==> config.mk <==
export PLATFORM = sky130hd
export DESIGN_NAME = shift_reg_unit_flat
export DESIGN_NICKNAME = d
export VERILOG_FILES = /design/src/rtl/shift_reg_unit_if.sv /design/src/rtl/shift_reg_unit.sv /design/src/flat_wrapper.sv
export SDC_FILE = /design/constraint.sdc
export NUM_CORES = 1
export LEC_CHECK = 0
export BUFFER_PORTS_ARGS = -buffer_cell sky130_fd_sc_hd__buf_2
export CORE_ASPECT_RATIO = 1.5
export CORE_UTILIZATION = 47
export CTS_CLUSTER_SIZE = 28
export DETAILED_ROUTE_END_ITERATION = 10
export HOLD_SLACK_MARGIN = 0.15
export MAX_ROUTING_LAYER = met4
export PLACE_DENSITY = 0.75
export RECOVER_POWER = 100
export SYNTH_ARGS = -nofsm -noshare
export SYNTH_HDL_FRONTEND = slang
export SYNTH_SLANG_ARGS = --single-unit
==> constraint.sdc <==
create_clock -name clk -period 1.4 [get_ports clk]
set_input_delay 0.35 -clock clk [delete_from_list [all_inputs] [get_ports clk]]
set_output_delay 0.35 -clock clk [all_outputs]
set_load 0.03 [all_outputs]
==> src/rtl/shift_reg_unit_if.sv <==
// Operand register bus: load/shift request signals toward the unit and
// register contents plus status flags back from it.
interface shift_reg_unit_if #(
  parameter int WIDTH   = 8,
  parameter int SHAMT_W = $clog2(WIDTH) + 1
);
  logic               load;
  logic [WIDTH-1:0]   A;
  logic               start;
  logic [2:0]         op;
  logic [SHAMT_W-1:0] amt;
  logic [WIDTH-1:0]   Q;
  logic               busy;
  logic               done;
  logic               carry;
  logic               zero;

  modport master (output load, A, start, op, amt,
                  input  Q, busy, done, carry, zero);
  modport slave  (input  load, A, start, op, amt,
                  output Q, busy, done, carry, zero);
endinterface

==> src/rtl/shift_reg_unit.sv <==
// WIDTH-bit operand register with parallel load and bit-serial shift/rotate
// (one bit per enabled clock) under a start/busy/done handshake.
module shift_reg_unit #(
  parameter int WIDTH   = 8,
  parameter int SHAMT_W = $clog2(WIDTH) + 1
) (
  input  logic             clk,
  input  logic             rst_n,
  input  logic             en,
  shift_reg_unit_if.slave  bus
);
  localparam logic [2:0] OP_SLL = 3'd0;
  localparam logic [2:0] OP_SRL = 3'd1;
  localparam logic [2:0] OP_SRA = 3'd2;
  localparam logic [2:0] OP_ROL = 3'd3;
  localparam logic [2:0] OP_ROR = 3'd4;

  typedef enum logic [1:0] {IDLE, SHIFT, DONE} state_t;

  state_t             state, state_nxt;
  logic [WIDTH-1:0]   q, q_nxt, q_step;
  logic               carry, carry_nxt, c_step;
  logic [SHAMT_W-1:0] cnt, cnt_nxt;
  logic [2:0]         op_r, op_nxt;

  // Single 1-bit step of the latched operation.
  always_comb begin
    q_step = q;
    c_step = 1'b0;
    case (op_r)
      OP_SLL: begin c_step = q[WIDTH-1]; q_step = {q[WIDTH-2:0], 1'b0};      end
      OP_SRL: begin c_step = q[0];       q_step = {1'b0, q[WIDTH-1:1]};      end
      OP_SRA: begin c_step = q[0];       q_step = {q[WIDTH-1], q[WIDTH-1:1]}; end
      OP_ROL: begin c_step = q[WIDTH-1]; q_step = {q[WIDTH-2:0], q[WIDTH-1]}; end
      OP_ROR: begin c_step = q[0];       q_step = {q[0], q[WIDTH-1:1]};      end
      default: ;
    endcase
  end

  always_comb begin
    state_nxt = state;
    q_nxt     = q;
    carry_nxt = carry;
    cnt_nxt   = cnt;
    op_nxt    = op_r;
    case (state)
      IDLE: begin
        if (bus.load) begin
          q_nxt     = bus.A;
          carry_nxt = 1'b0;
        end else if (bus.start) begin
          if (bus.op <= OP_ROR && bus.amt != '0) begin
            op_nxt    = bus.op;
            cnt_nxt   = bus.amt;
            state_nxt = SHIFT;
          end else begin
            // Zero amount or reserved op completes immediately as a no-op.
            carry_nxt = 1'b0;
            state_nxt = DONE;
          end
        end
      end
      SHIFT: begin
        q_nxt     = q_step;
        carry_nxt = c_step;
        cnt_nxt   = cnt - 1'b1;
        if (cnt == SHAMT_W'(1)) state_nxt = DONE;
      end
      DONE:    state_nxt = IDLE;
      default: state_nxt = IDLE;
    endcase
  end

  always_ff @(posedge clk) begin
    if (!rst_n) begin
      state <= IDLE;
      q     <= '0;
      carry <= 1'b0;
      cnt   <= '0;
      op_r  <= '0;
    end else if (en) begin
      state <= state_nxt;
      q     <= q_nxt;
      carry <= carry_nxt;
      cnt   <= cnt_nxt;
      op_r  <= op_nxt;
    end
  end

  assign bus.Q     = q;
  assign bus.carry = carry;
  assign bus.busy  = (state == SHIFT);
  assign bus.done  = (state == DONE);
  assign bus.zero  = (q == '0);
endmodule

==> src/flat_wrapper.sv <==
// flat-port wrapper written by rule: the top's interface ports become plain ports
module shift_reg_unit_flat 
#(
  parameter int WIDTH   = 8,
  parameter int SHAMT_W = $clog2(WIDTH) + 1
)
  (clk, rst_n, en, bus_load, bus_A, bus_start, bus_op, bus_amt, bus_Q, bus_busy, bus_done, bus_carry, bus_zero);
  shift_reg_unit_if #(.WIDTH(WIDTH), .SHAMT_W(SHAMT_W)) bus_i ();
  input  logic clk;
  input  logic rst_n;
  input  logic en;
  input wire logic [$bits(bus_i.load)-1:0] bus_load;
  input wire logic [$bits(bus_i.A)-1:0] bus_A;
  input wire logic [$bits(bus_i.start)-1:0] bus_start;
  input wire logic [$bits(bus_i.op)-1:0] bus_op;
  input wire logic [$bits(bus_i.amt)-1:0] bus_amt;
  output wire logic [$bits(bus_i.Q)-1:0] bus_Q;
  output wire logic [$bits(bus_i.busy)-1:0] bus_busy;
  output wire logic [$bits(bus_i.done)-1:0] bus_done;
  output wire logic [$bits(bus_i.carry)-1:0] bus_carry;
  output wire logic [$bits(bus_i.zero)-1:0] bus_zero;
  assign bus_i.load = bus_load;
  assign bus_i.A = bus_A;
  assign bus_i.start = bus_start;
  assign bus_i.op = bus_op;
  assign bus_i.amt = bus_amt;
  assign bus_Q = bus_i.Q;
  assign bus_busy = bus_i.busy;
  assign bus_done = bus_i.done;
  assign bus_carry = bus_i.carry;
  assign bus_zero = bus_i.zero;
  shift_reg_unit #(.WIDTH(WIDTH), .SHAMT_W(SHAMT_W)) u_core (.clk(clk), .rst_n(rst_n), .en(en), .bus(bus_i));
endmodule
[Word level (Yosys, flattened, before mapping)]
Cells that the tools add are included.
Widths: inputs -> output; s select.
Storage, ports and cells
  register bits after elaboration: 18
  input port bits: 20
  output and inout port bits: 12
  logic and storage cells: 57
Operators by class
  add/subtract/negate cells: 1
  magnitude comparators: 1
  equal/unequal tests: 17
  muxes and demuxes: 17
  bitwise logic cells: 1
  reduce and logical (&&, ||, !) cells: 14
Operators by type and width (count)
  $pmux 8 s5: 1
  $pmux 8 s2: 1
  $reduce_and 5->1: 3
  $mux 4: 3
  $reduce_and 4->1: 3
  $logic_not 8->1: 1
  $mux 2: 4
  $mux 8: 1
  $ne 2x2->1 const B: 4
  $pmux 4 s2: 1
  $eq 3x2->1 const B: 2
  $ne 3x3->1 const B: 2
  $ne 6x1->1 const B: 1
  $ne 5x1->1 const B: 1
  $eq 4x1->1 const B: 1
  $ne 2x1->1 const B: 2
  $pmux 1 s2: 2
  $pmux 2 s2: 1
  $reduce_bool 4->1: 1
  $sub 4x1->4 const B: 1
  $eq 3x1->1 const B: 1
  $eq 3x3->1 const B: 1
  $le 3x3->1 const B: 1
  $logic_not 3->1: 1
  9 further kinds: 11

[Logic depth before layout (Yosys ltp)]
  word-level depth: 6
  mapped depth: 6
  depth with buffers taken out: 6

[Worst setup path before layout]
OpenSTA, ideal clock, no wires.
  kind: register to output
  start point: register u_core.q[0] (netlist: u_core.bus.Q[0])
  end point: output port bus_zero
  data arrival time: 1404 ps
  data required time: 1050 ps
  slack: -354 ps
  cell stages (with the launch flop): 3
  buffers on the path: 0
  path through: dfxtp_1 -> or4_1 -> nor2_1
On the way
  longest elaborated chain between the ends: 1
Ends and longest elaborated chain
  start: declaration: line shift_reg_unit.sv:21  | logic [WIDTH-1:0] q, q_nxt, q_step;
  start signal: assignment: line shift_reg_unit.sv:83  | q <= q_nxt;
  $logic_not 8->1: line shift_reg_unit.sv:94  | assign bus.zero = (q == '0);
  end: declaration: line flat_wrapper.sv:21  | output wire logic [$bits(bus_i.zero)-1:0] bus_zero;
Every way passes these cells.

[Worst setup path in the final report]
  start point: register u_core.q[2] (netlist: u_core.bus.Q[2])
  end point: output port bus_zero
The elaborated chain is that of the path after synthesis.

==> results summary <==
The flow ran to the end, but the final reports show violations. The final reports fail on design-rule violations, negative setup slack. Static timing analysis puts the maximum clock frequency at roughly 560 MHz. The layer with the highest usage is met2.

The net total in the final layout is 230. The leakage power summed over all cells came out at 0.731 nW. The cell sitting at the root of the clock tree is a sky130_fd_sc_hd__clkbuf_4. The first global-routing pass estimated a little over 6000 um of wire.

The die covers ~0.0029 sq mm. The number of global-route vias before repair came out at 1,444. The beginning of the critical path is u_core.bus.Q[2]. For this block, the via count after detailed routing is approximately 1,400. The final-report max-slew violation count is 0. The height of the die is around 65 um. The number of remaining DRC errors is 1. The clock arrives with about 9.4 ps of skew. The count of input and output buffers came out at 31. The sequential fraction of the synthesis area is between 20 and 30%. The internal power contribution is approximately 0.84 mW. The post-route fraction of the period consumed by the critical path came out at 127%. Clock tree synthesis inserted a total of 3 buffers. Dividing the detail-routed wire length by the instance count gives roughly 16 um. Compared with the post-synthesis result, the final layout area differs by 47.6%.

The number of buffers added to fix hold violations after cts is 0. The fraction of power consumed by combinational cells is 33.7%. The worst hold path was traced through 3 stages. The register clock-pin slew on the reported worst setup and hold paths is ~110 ps.

The switching power share of the total came out at between 30 and 40%. The congestion estimate from routability-driven global placement came to 0.848. The filler cells instantiated in the layout total 180.

Summed over its instances, the top area cell type makes up around 29% of the synthesized netlist area. At the pin with the least slew margin, the transition time is 446 ps. The slack of the critical path is -379 ps. TritonCTS built the clock tree. The startpoint-to-endpoint class of the critical path is flip-flop to output pin. The required time at the endpoint of the critical path came out at between 1000 and 1500 ps. Headroom to the max-slew limit came out at a little over two thirds. The async set or reset register ratio after synthesis came out at 0%. The H-tree level count came out at 1. By area the synthesized netlist is led by sky130_fd_sc_hd__dfxtp_1 29%, sky130_fd_sc_hd__mux2i_1 9.6%, sky130_fd_sc_hd__o211ai_1 4.2%. The detailed router finished its first iteration with 40 violations. Entering global routing, the biggest net connects 25 pins. The overflow left after global routing came out at 0. The proportion of layout cells with a drive suffix above 1 came out at between 50% and 60%. The setup violation total in the final timing report came out at 6. For this run, the share of the core covered by cells in the final layout is roughly three quarters. Measured in cells, the most critical reg-to-reg path has a length of 5. The highest fanout seen on the critical path is 2. The final period demand of the worst path is approximately 1800 ps.

Across the run, the number of max-cap violations was 0. The post-detailed-route count of antenna-violating nets came out at 0. In the post-synthesis netlist, the cell with the most instances is sky130_fd_sc_hd__dfxtp_1.

The met1 usage in global routing is between 20% and 30%. The met2 global-route usage is between 50% and 60%. The critical path arrival is between 1000 and 1500 ps.

For this design the top-level I/O count stands at 32. Across the VDD grid, the largest voltage drop is ~0.53 mV. The portion of total power attributed to the clock network came out at between 20% and 30%. The count of standard-cell rows is 22.

The combined global-route utilization of all metal layers is about 28%. The part of the total power dissipated in sequential elements came out at between 40 and 50%. In the routed layout, each cell is associated on average with a via count of roughly 6.1. The sequential cells in the finished layout cover a total of 387 sq um. The setup TNS is -427 ps. STA classifies the critical path endpoint as an output pin.

The cell area after synthesis is about 0.0013 sq mm. The buffer levels on the longest clock path came out at 2. The number of detailed-routing iterations run before antenna repair is 9. For this run, the number of Yosys warnings is 0. Of all cell types, the one taking the most synthesized area is sky130_fd_sc_hd__dfxtp_1. Setup repair after global routing could not meet its margin everywhere. The clock net sink count is 18. 0 antenna diodes ended up in the layout.

The tightest min-delay check is of the primary input to flip-flop type. The core region area is approximately 0.0025 sq mm. The number of synthesized register bits is 18. The post-synthesis net count came out at 162.

The initial cell density of the core came out at ~51%. The clock reaches the later pin of the worst-skew pair after 300 ps. The nature of the critical path startpoint is a flip-flop. The post-synthesis cell count came out at 140. The startpoint identified for the worst hold timing path is bus_A[5].

The cell area power density came out at roughly 670 mW/mm^2. Counting distinct cell types in the post-synthesis netlist gives between 40 and 50. Summed over all nets, the half-perimeter wirelength after detailed placement is 2650 um.

After synthesis, the most frequently instantiated cells are 18 x sky130_fd_sc_hd__dfxtp_1, 12 x sky130_fd_sc_hd__mux2i_1, 9 x sky130_fd_sc_hd__nand3_1. The net switching power of the design came out at between 0.4 and 0.5 mW. The area taken by multi-input logic gates is around 900 sq um. The number of endpoints with negative hold slack in the final report was 0. The die is roughly 44 um wide. The startpoint identified for the worst register-to-register timing path is u_core.op_r[1]. The mean instance size in the synthesized netlist came out at about 9 sq um. The most used flip-flop cell after synthesis is sky130_fd_sc_hd__dfxtp_1.

The initial antenna violation count came out at 0. The fraction of met3 tracks used by global routing came out at ~2.5%. The overall routed net length came out at around 3700 um. The number of enable-type register cells in the synthesized netlist came out at 0.
## metal layers
metal / wire length (um) / vias up
met5: 0 / -
met4: 57 / 0
met3: 117 / 8
met2: 2080 / 47
met1: 1410 / 689
li1: - / 670
## layout make-up
class	instances	share of cell area [%]
clock buffer	4	1.42
inverter	4	1.08
multi-input combinational	109	48.4
sequential	18	20.9
tap	24	1.62
timing repair buffer	72	26.6
## metrics by stage
step                instance area [sq um]  instances  setup slack (ps)  hold WS [ps]  total power, mW
floorplan                            1280        140             -82.0           465            0.785
global placement                     1670        222              -119           493            0.927
detailed placement                   1670        222              -180           496            0.938
CTS                                  1800        228              -385           312             1.23
global route                         1850        231              -418           358             1.30
finish                               1850        231              -379           346             1.25
## worst paths after layout
kind / slack, ps / endpoint
worst max-delay path: -380 / bus_zero
worst min-delay path: 350 / u_core.bus.Q[5]
worst max register to register: -20 / u_core.bus.Q[6]
worst min register to register: 510 / u_core.cnt[3]
## cells by family (layout without fill, tap and decap cells)
| logic type | Yosys count | after routing | share of synthesized area, % |
|---|---|---|---|
| XOR/XNOR | 1 | 1 | 0.698 |
| flip-flops | 18 | 18 | 28.7 |
| adder cells (fa/ha/maj) | 2 | 2 | 1.99 |
| multiplexers | 13 | 13 | 10.5 |
| AO/OA/AOI/OAI | 40 | 40 | 23.7 |
| buffers and inverters | 13 | 80 | 6.48 |
| AND/OR/NAND/NOR | 53 | 53 | 27.9 |
## timing repair
item,CTS,global route
buffers inserted,2,3
endpoints found under the setup margin,20,19
pin swaps,5,18
endpoints found under the hold margin,0,0
gates resized for setup,26,11
## layout by cell type, fill, tap and decap left out, types with 2 or more instances in the layout
cell                       instances
sky130_fd_sc_hd__buf_4            37
sky130_fd_sc_hd__buf_2            19
sky130_fd_sc_hd__mux2i_1          12
sky130_fd_sc_hd__nand3_1           9
sky130_fd_sc_hd__clkbuf_2          9
sky130_fd_sc_hd__nand4_1           7
sky130_fd_sc_hd__o211ai_1          7
sky130_fd_sc_hd__dfxtp_1           7
sky130_fd_sc_hd__nand2_1           6
sky130_fd_sc_hd__nor2b_1           6
sky130_fd_sc_hd__buf_6             6
sky130_fd_sc_hd__dfxtp_2           6
sky130_fd_sc_hd__nor2_1            5
sky130_fd_sc_hd__o21ai_0           5
sky130_fd_sc_hd__dfxtp_4           5
sky130_fd_sc_hd__a21oi_1           4
sky130_fd_sc_hd__clkbuf_4          4
sky130_fd_sc_hd__inv_1             3
sky130_fd_sc_hd__o21ai_1           3
sky130_fd_sc_hd__o22ai_1           3
sky130_fd_sc_hd__nor2_4            2
sky130_fd_sc_hd__or4_4             2
sky130_fd_sc_hd__nor4_4            2
sky130_fd_sc_hd__o21a_1            2
sky130_fd_sc_hd__nor3_2            2
sky130_fd_sc_hd__a211oi_1          2
sky130_fd_sc_hd__nor3_1            2
sky130_fd_sc_hd__nor3b_1           2
sky130_fd_sc_hd__a21oi_2           2
sky130_fd_sc_hd__ha_1              2
## registers in the layout, indices dropped and copies added, names as in the netlist
register,count
u_core.state,2
u_core.op_r,3
u_core.cnt,4
u_core.bus.carry,1
u_core.bus.Q,8
## power by group through the flow
stage          registers (mW)  logic (mW)  clock network (mW)
4_1_cts                 0.551       0.406               0.277
3_5_place_dp            0.566       0.373                   0
3_3_place_gp            0.564       0.363                   0
5_1_grt                 0.554       0.448               0.300
6_report                0.552       0.420               0.275
2_1_floorplan           0.595       0.190                   0
## critical path: stages, from the launching register on
cell and delay, ps:
sky130_fd_sc_hd__dfxtp_4 350, sky130_fd_sc_hd__or4_4 540, sky130_fd_sc_hd__nor2_4 100, sky130_fd_sc_hd__buf_6 130
Power figures use the tool's default switching activity.
